## config.mk

```make
export PLATFORM = sky130hd
export DESIGN_NAME = clk_gate_ctrl
export DESIGN_NICKNAME = d
export VERILOG_FILES = /design/src/rtl/clk_gate_pkg.sv /design/src/rtl/clk_gate_ch.sv /design/src/rtl/clk_gate_ctrl.sv
export SDC_FILE = /design/constraint.sdc
export NUM_CORES = 1
export LEC_CHECK = 0
export CAP_MARGIN = 25
export CORE_MARGIN = 1
export CORE_UTILIZATION = 60
export CTS_CLUSTER_SIZE = 25
export DETAILED_ROUTE_END_ITERATION = 6
export PLACE_DENSITY = 0.86
export SETUP_SLACK_MARGIN = 0.2
export SLEW_MARGIN = 20
export SYNTH_ARGS = -nofsm -noshare
export SYNTH_HDL_FRONTEND = slang
export SYNTH_SLANG_ARGS = --single-unit
```

## constraint.sdc

```tcl
create_clock -name clk_i -period 3.2 [get_ports clk_i]
set_input_delay 0.64 -clock clk_i [delete_from_list [all_inputs] [get_ports clk_i]]
set_output_delay 0.64 -clock clk_i [all_outputs]
set_load 0.005 [all_outputs]
```

## src/rtl/clk_gate_pkg.sv

```systemverilog
// Shared types and default constants for the clock-gating controller.
package clk_gate_pkg;

  // Per-channel gate FSM states
  typedef enum logic [1:0] {
    OFF   = 2'd0,
    ON    = 2'd1,
    DRAIN = 2'd2
  } ch_state_e;

  localparam int DEF_NUM_CH       = 4;
  localparam int DEF_SYNC_STAGES  = 2;
  localparam int DEF_DRAIN_CYCLES = 3;

  // Drain counter width, large enough for DRAIN_CYCLES up to 255
  localparam int CNT_W = 8;

endpackage

```

## src/rtl/clk_gate_ch.sv

```systemverilog
// One gated clock channel: enable synchroniser, OFF/ON/DRAIN FSM with drain
// counter, registered gate enable, and a low-transparent latch + AND gate.
module clk_gate_ch
  import clk_gate_pkg::*;
#(
  parameter int SYNC_STAGES  = DEF_SYNC_STAGES,
  parameter int DRAIN_CYCLES = DEF_DRAIN_CYCLES
) (
  input  logic clk_i,
  input  logic arst_ni,
  input  logic en_i,
  input  logic force_on_i,
  output logic gclk_o,
  output logic ack_o,
  output logic gate_en_next_o
);

  localparam logic [CNT_W-1:0] DRAIN_LOAD =
    (DRAIN_CYCLES > 0) ? CNT_W'(DRAIN_CYCLES - 1) : '0;

  logic             en_sync;
  ch_state_e        state_q, state_d;
  logic [CNT_W-1:0] cnt_q, cnt_d;
  logic             gate_en_q, gate_en_d;
  logic             gate_latch;

  generate
    if (SYNC_STAGES == 0) begin : g_nosync
      assign en_sync = en_i;
    end else begin : g_sync
      logic [SYNC_STAGES-1:0] sync_q;

      // Shift the raw request through the synchroniser chain
      always_ff @(posedge clk_i or negedge arst_ni) begin
        if (!arst_ni) begin
          sync_q <= '0;
        end else begin
          sync_q[0] <= en_i;
          for (int i = 1; i < SYNC_STAGES; i++) begin
            sync_q[i] <= sync_q[i-1];
          end
        end
      end

      assign en_sync = sync_q[SYNC_STAGES-1];
    end
  endgenerate

  // Next state and drain count; a re-request in DRAIN wins over expiry
  always_comb begin
    state_d = state_q;
    cnt_d   = cnt_q;
    unique case (state_q)
      OFF: begin
        if (en_sync) state_d = ON;
      end
      ON: begin
        if (!en_sync) begin
          if (DRAIN_CYCLES == 0) begin
            state_d = OFF;
          end else begin
            state_d = DRAIN;
            cnt_d   = DRAIN_LOAD;
          end
        end
      end
      DRAIN: begin
        if (en_sync) begin
          state_d = ON;
        end else if (cnt_q == '0) begin
          state_d = OFF;
        end else begin
          cnt_d = cnt_q - CNT_W'(1);
        end
      end
      default: begin
        state_d = OFF;
        cnt_d   = '0;
      end
    endcase
  end

  assign gate_en_d = (state_d != OFF);

  // State, counter and gate-enable registers
  always_ff @(posedge clk_i or negedge arst_ni) begin
    if (!arst_ni) begin
      state_q   <= OFF;
      cnt_q     <= '0;
      gate_en_q <= 1'b0;
    end else begin
      state_q   <= state_d;
      cnt_q     <= cnt_d;
      gate_en_q <= gate_en_d;
    end
  end

  // Gate latch: only follows while clk_i is low so gclk_o never sees a runt
  always_latch begin
    if (!arst_ni) begin
      gate_latch <= 1'b0;
    end else if (!clk_i) begin
      gate_latch <= gate_en_q | force_on_i;
    end
  end

  assign gclk_o         = clk_i & gate_latch;
  assign ack_o          = gate_en_q;
  assign gate_en_next_o = gate_en_d;

endmodule

```

## src/rtl/clk_gate_ctrl.sv

```systemverilog
// Multi-channel clock-gating controller: NUM_CH independent gate channels
// plus a registered count of channels whose gate enable is asserted.
module clk_gate_ctrl
  import clk_gate_pkg::*;
#(
  parameter int NUM_CH       = DEF_NUM_CH,
  parameter int SYNC_STAGES  = DEF_SYNC_STAGES,
  parameter int DRAIN_CYCLES = DEF_DRAIN_CYCLES
) (
  input  logic                          clk_i,
  input  logic                          arst_ni,
  input  logic [NUM_CH-1:0]             en_i,
  input  logic                          force_on_i,
  output logic [NUM_CH-1:0]             gclk_o,
  output logic [NUM_CH-1:0]             ack_o,
  output logic [$clog2(NUM_CH+1)-1:0]   active_cnt_o
);

  localparam int ACT_W = $clog2(NUM_CH + 1);

  logic [NUM_CH-1:0] gate_en_next;

  function automatic logic [ACT_W-1:0] popcount(input logic [NUM_CH-1:0] v);
    logic [ACT_W-1:0] n;
    n = '0;
    for (int i = 0; i < NUM_CH; i++) begin
      n = n + ACT_W'(v[i]);
    end
    return n;
  endfunction

  generate
    for (genvar c = 0; c < NUM_CH; c++) begin : g_ch
      clk_gate_ch #(
        .SYNC_STAGES  (SYNC_STAGES),
        .DRAIN_CYCLES (DRAIN_CYCLES)
      ) u_ch (
        .clk_i          (clk_i),
        .arst_ni        (arst_ni),
        .en_i           (en_i[c]),
        .force_on_i     (force_on_i),
        .gclk_o         (gclk_o[c]),
        .ack_o          (ack_o[c]),
        .gate_en_next_o (gate_en_next[c])
      );
    end
  endgenerate

  // Count from the next-state enables so the count lands with ack_o
  always_ff @(posedge clk_i or negedge arst_ni) begin
    if (!arst_ni) begin
      active_cnt_o <= '0;
    end else begin
      active_cnt_o <= popcount(gate_en_next);
    end
  end

endmodule
```

==> qor.csv <==
stage;metric;value;unit
status;status;finished with violations;
status;failing checks;negative setup slack;
synth;leading post-synthesis cells by instance count;55 x dfrtp_1, 37 x o21ai_0, 26 x a21oi_1;
power;PD cells;1160;mW/mm^2
synth;Mapped Area;0.00325;sq mm
flow_run;total of max-cap violations;0;
floorplan;num ports;18;
worst_setup_path;crit path capture type;primary output;
synth;syn_area_per_cell;9.63;sq um
sta;PnR worst setup slack;-0.187;ns
placement;Port Buf Inserts;17;
power;total power;4.54;mW
synth;Ys Warns;0;
sta;max-slew violations;0;
clocking;clock latency at the later pin of the worst-skew pair;0.53;ns
sta;RSZ-0062 raised after global routing;true;
synth;Yosys top cell area share;0.423;
routing;wire per inst;17.3;um
cells_and_area;fillers;325;
routing;final WL;7.71;mm
placement;GP Congestion;0.896;
sta;Worst Skew;0.0323;ns
routing;DRT iter0 DRCs;429;
synth;post-synth cell types;56;
global_route;first-pass GRT wire length;13.6;mm
cells_and_area;Area growth syn-to-layout;19.9;%
synth;Yosys reg bits;59;
synth;count leader, synth;dfrtp_1;
synth;Most used DFF post-synth;dfrtp_1;
cells_and_area;final core occ;0.754;
sta;final hold violations;0;
global_route;initial antenna violation count;0;
placement;DPL Wire Length;4.22;mm
floorplan;initial core utilization;0.629;
sta;Worst-Margin Slew;0.699;ns
synth;post-synth top area cell;dfrtp_1;
clocking;CTS tree;yes;
sta;Final Setup Violations;8;
synth;Post-synth EDFFs;0;
cells_and_area;antenna cells;0;
worst_setup_path;Required @ worst endpoint;2.56;ns
cells_and_area;layout cells sized above 1;0.141;
routing;Post-DRT Antenna Nets;0;
floorplan;cell row count;26;
floorplan;Core Region;0.00517;sq mm
worst_setup_path;CP startpoint kind;clock port;
clocking;Worst-path clk slew;0.09;ns
synth;Syn Inst Count;338;
synth;synth top area cells;dfrtp_1 42%, ha_1 8.8%, o21ai_0 5.7%;
worst_setup_path;Arr. time, crit path;2.75;ns
worst_setup_path;CP max FO;3;
routing;Pre-Repair DR Iteration Count;5;
floorplan;Die Width;75.6;um
floorplan;Die Span Y;75.6;um
routing;DR vias/cell;6.28;
floorplan;DIE AREA;0.00572;sq mm
sta;Rel. slew slack;0.530;
global_route;number of global-route vias before repair;2779;
global_route;largest net degree at the start of global routing;52;
power;Worst VDD drop;0.616;mV
routing;# DRC;0;
routing;detailed-route via count;2801;
hold_path;Hold Path Class;reg2reg;
cells_and_area;Final nets;405;
synth;async set-or-reset flop fraction in the synthesized netlist;0.932;
global_route;gr usage total;0.320;
synth;Syn Nets;369;
worst_setup_path;worst setup path category;clk2out;
global_route;grt ovf;0;
sta;Post-Route Setup TNS;-0.576;ns
power;P_leak;1.76;nW
-- layout by cell type, fill, tap and decap left out, types with 4 or more instances in the layout --
master / instances
and2_4: 4
nand2_1: 19
inv_1: 25
dfrtp_1: 55
buf_6: 5
a21oi_1: 26
buf_4: 4
buf_8: 8
o21a_1: 7
nor2_1: 23
o21ai_0: 37
clkbuf_8: 15
nand3_1: 4
o31ai_1: 11
nor2b_1: 6
dlxtp_1: 4
ha_1: 22
or3_1: 5
or4_1: 10
clkdlybuf4s50_1: 12
nand2b_1: 7
a31oi_1: 9
-- stage by stage --
stage	instance area, sq um	instances	hold WS [ns]	setup slack (ns)
after global routing	3900	446	0.365	-0.232
after CTS	3870	446	0.358	-0.279
after detailed placement	3450	416	-0.398	0.0833
final	3900	446	0.354	-0.187
after global placement	3450	416	-0.405	0.0899
after floorplan	3250	338	-0.960	0.456
-- final timing paths --
| path | startpoint | endpoint | slack, ns | cells past startpoint |
|---|---|---|---|---|
| min | g_ch[1].u_ch.g_sync.sync_q[0]$_DFF_PN0_ | g_ch[1].u_ch.g_sync.sync_q[1]$_DFF_PN0_ | 0.35 | 0 |
| max | clk_i | gclk_o[0] | -0.19 | 10 |
| min in group gated | arst_ni | clock gate | 0.53 | 4 |
| max in group gated | arst_ni | clock gate | 0.80 | 4 |
| max in group asynchronous | arst_ni | g_ch[1].u_ch.state_q[0]$_DFF_PN0_ | 1.22 | 4 |
| min in group asynchronous | arst_ni | g_ch[2].u_ch.cnt_q[1]$_DFFE_PN0P_ | 0.52 | 2 |
| max reg2reg | g_ch[1].u_ch.cnt_q[2]$_DFFE_PN0P_ | active_cnt_o[1]$_DFF_PN0_ | 0.45 | 7 |
| min reg2reg | g_ch[1].u_ch.g_sync.sync_q[0]$_DFF_PN0_ | g_ch[1].u_ch.g_sync.sync_q[1]$_DFF_PN0_ | 0.35 | 0 |
-- area by class of cell --
| class | instances | area (sq um) | area share |
|---|---|---|---|
| Clock inverter | 2 | 60.1 | 0.0154 |
| Timing Repair Buffer | 19 | 175 | 0.0449 |
| Inverter | 25 | 93.8 | 0.0240 |
| Clock buffer | 30 | 392 | 0.100 |
| Sequential cell | 59 | 1440 | 0.368 |
| Multi-Input combinational cell | 241 | 1660 | 0.425 |
| Tap cell | 70 | 87.6 | 0.0224 |
-- power by group --
group          total, mW  internal, mW  switching (mW)
Sequential          1.17         0.952           0.221
Clock               1.36         0.911           0.450
Combinational       2.01         0.846            1.16
Total               4.54          2.71            1.84
-- flip-flops by register name (all words and copies together) (netlist names) --
name and count:
g_ch.u_ch.gate_latch 4, active_cnt_o 3, g_ch.u_ch.ack_o 4, g_ch.u_ch.state_q 8, g_ch.u_ch.g_sync.sync_q 8, g_ch.u_ch.cnt_q 32
-- metal layers --
metal,vias up,wire (um),share of wire,track usage
met4,0,373,0.048,0.216
met2,137,3590,0.47,0.412
met5,-,0,0,0.00926
met3,39,571,0.074,0.231
met1,1321,3180,0.41,0.369
li1,1304,-,-,-
-- cell families after synthesis --
kind of cell,Yosys count,share of synthesized area
buffers and inverters,38,0.0557
and+or+nand+nor,100,0.174
latches,4,0.0185
DFF,55,0.423
muxes,3,0.00923
xor gates and xnor gates,2,0.00538
AOI/OAI and AO/OA,112,0.220
adders and majority gates,24,0.0946
-- worst max-delay path, stage by stage --
cell and delay, ns:
buf_8 0.10, buf_6 0.11, buf_8 0.11, buf_8 0.11
buf_8 0.11, buf_8 0.11, buf_8 0.11, buf_8 0.11
and2_4 0.16, buf_6 0.12
-- what timing repair did --
item / in CTS / in global routing
setup endpoints to repair: 8 / 9
setup buffers: 1 / 0
endpoints found under the hold margin: 6 / 0
pin swaps: 2 / 2
hold buffers: 2 / 0
gates resized for setup: 23 / 13
Note: power is estimated with default switching activity, not from simulation.
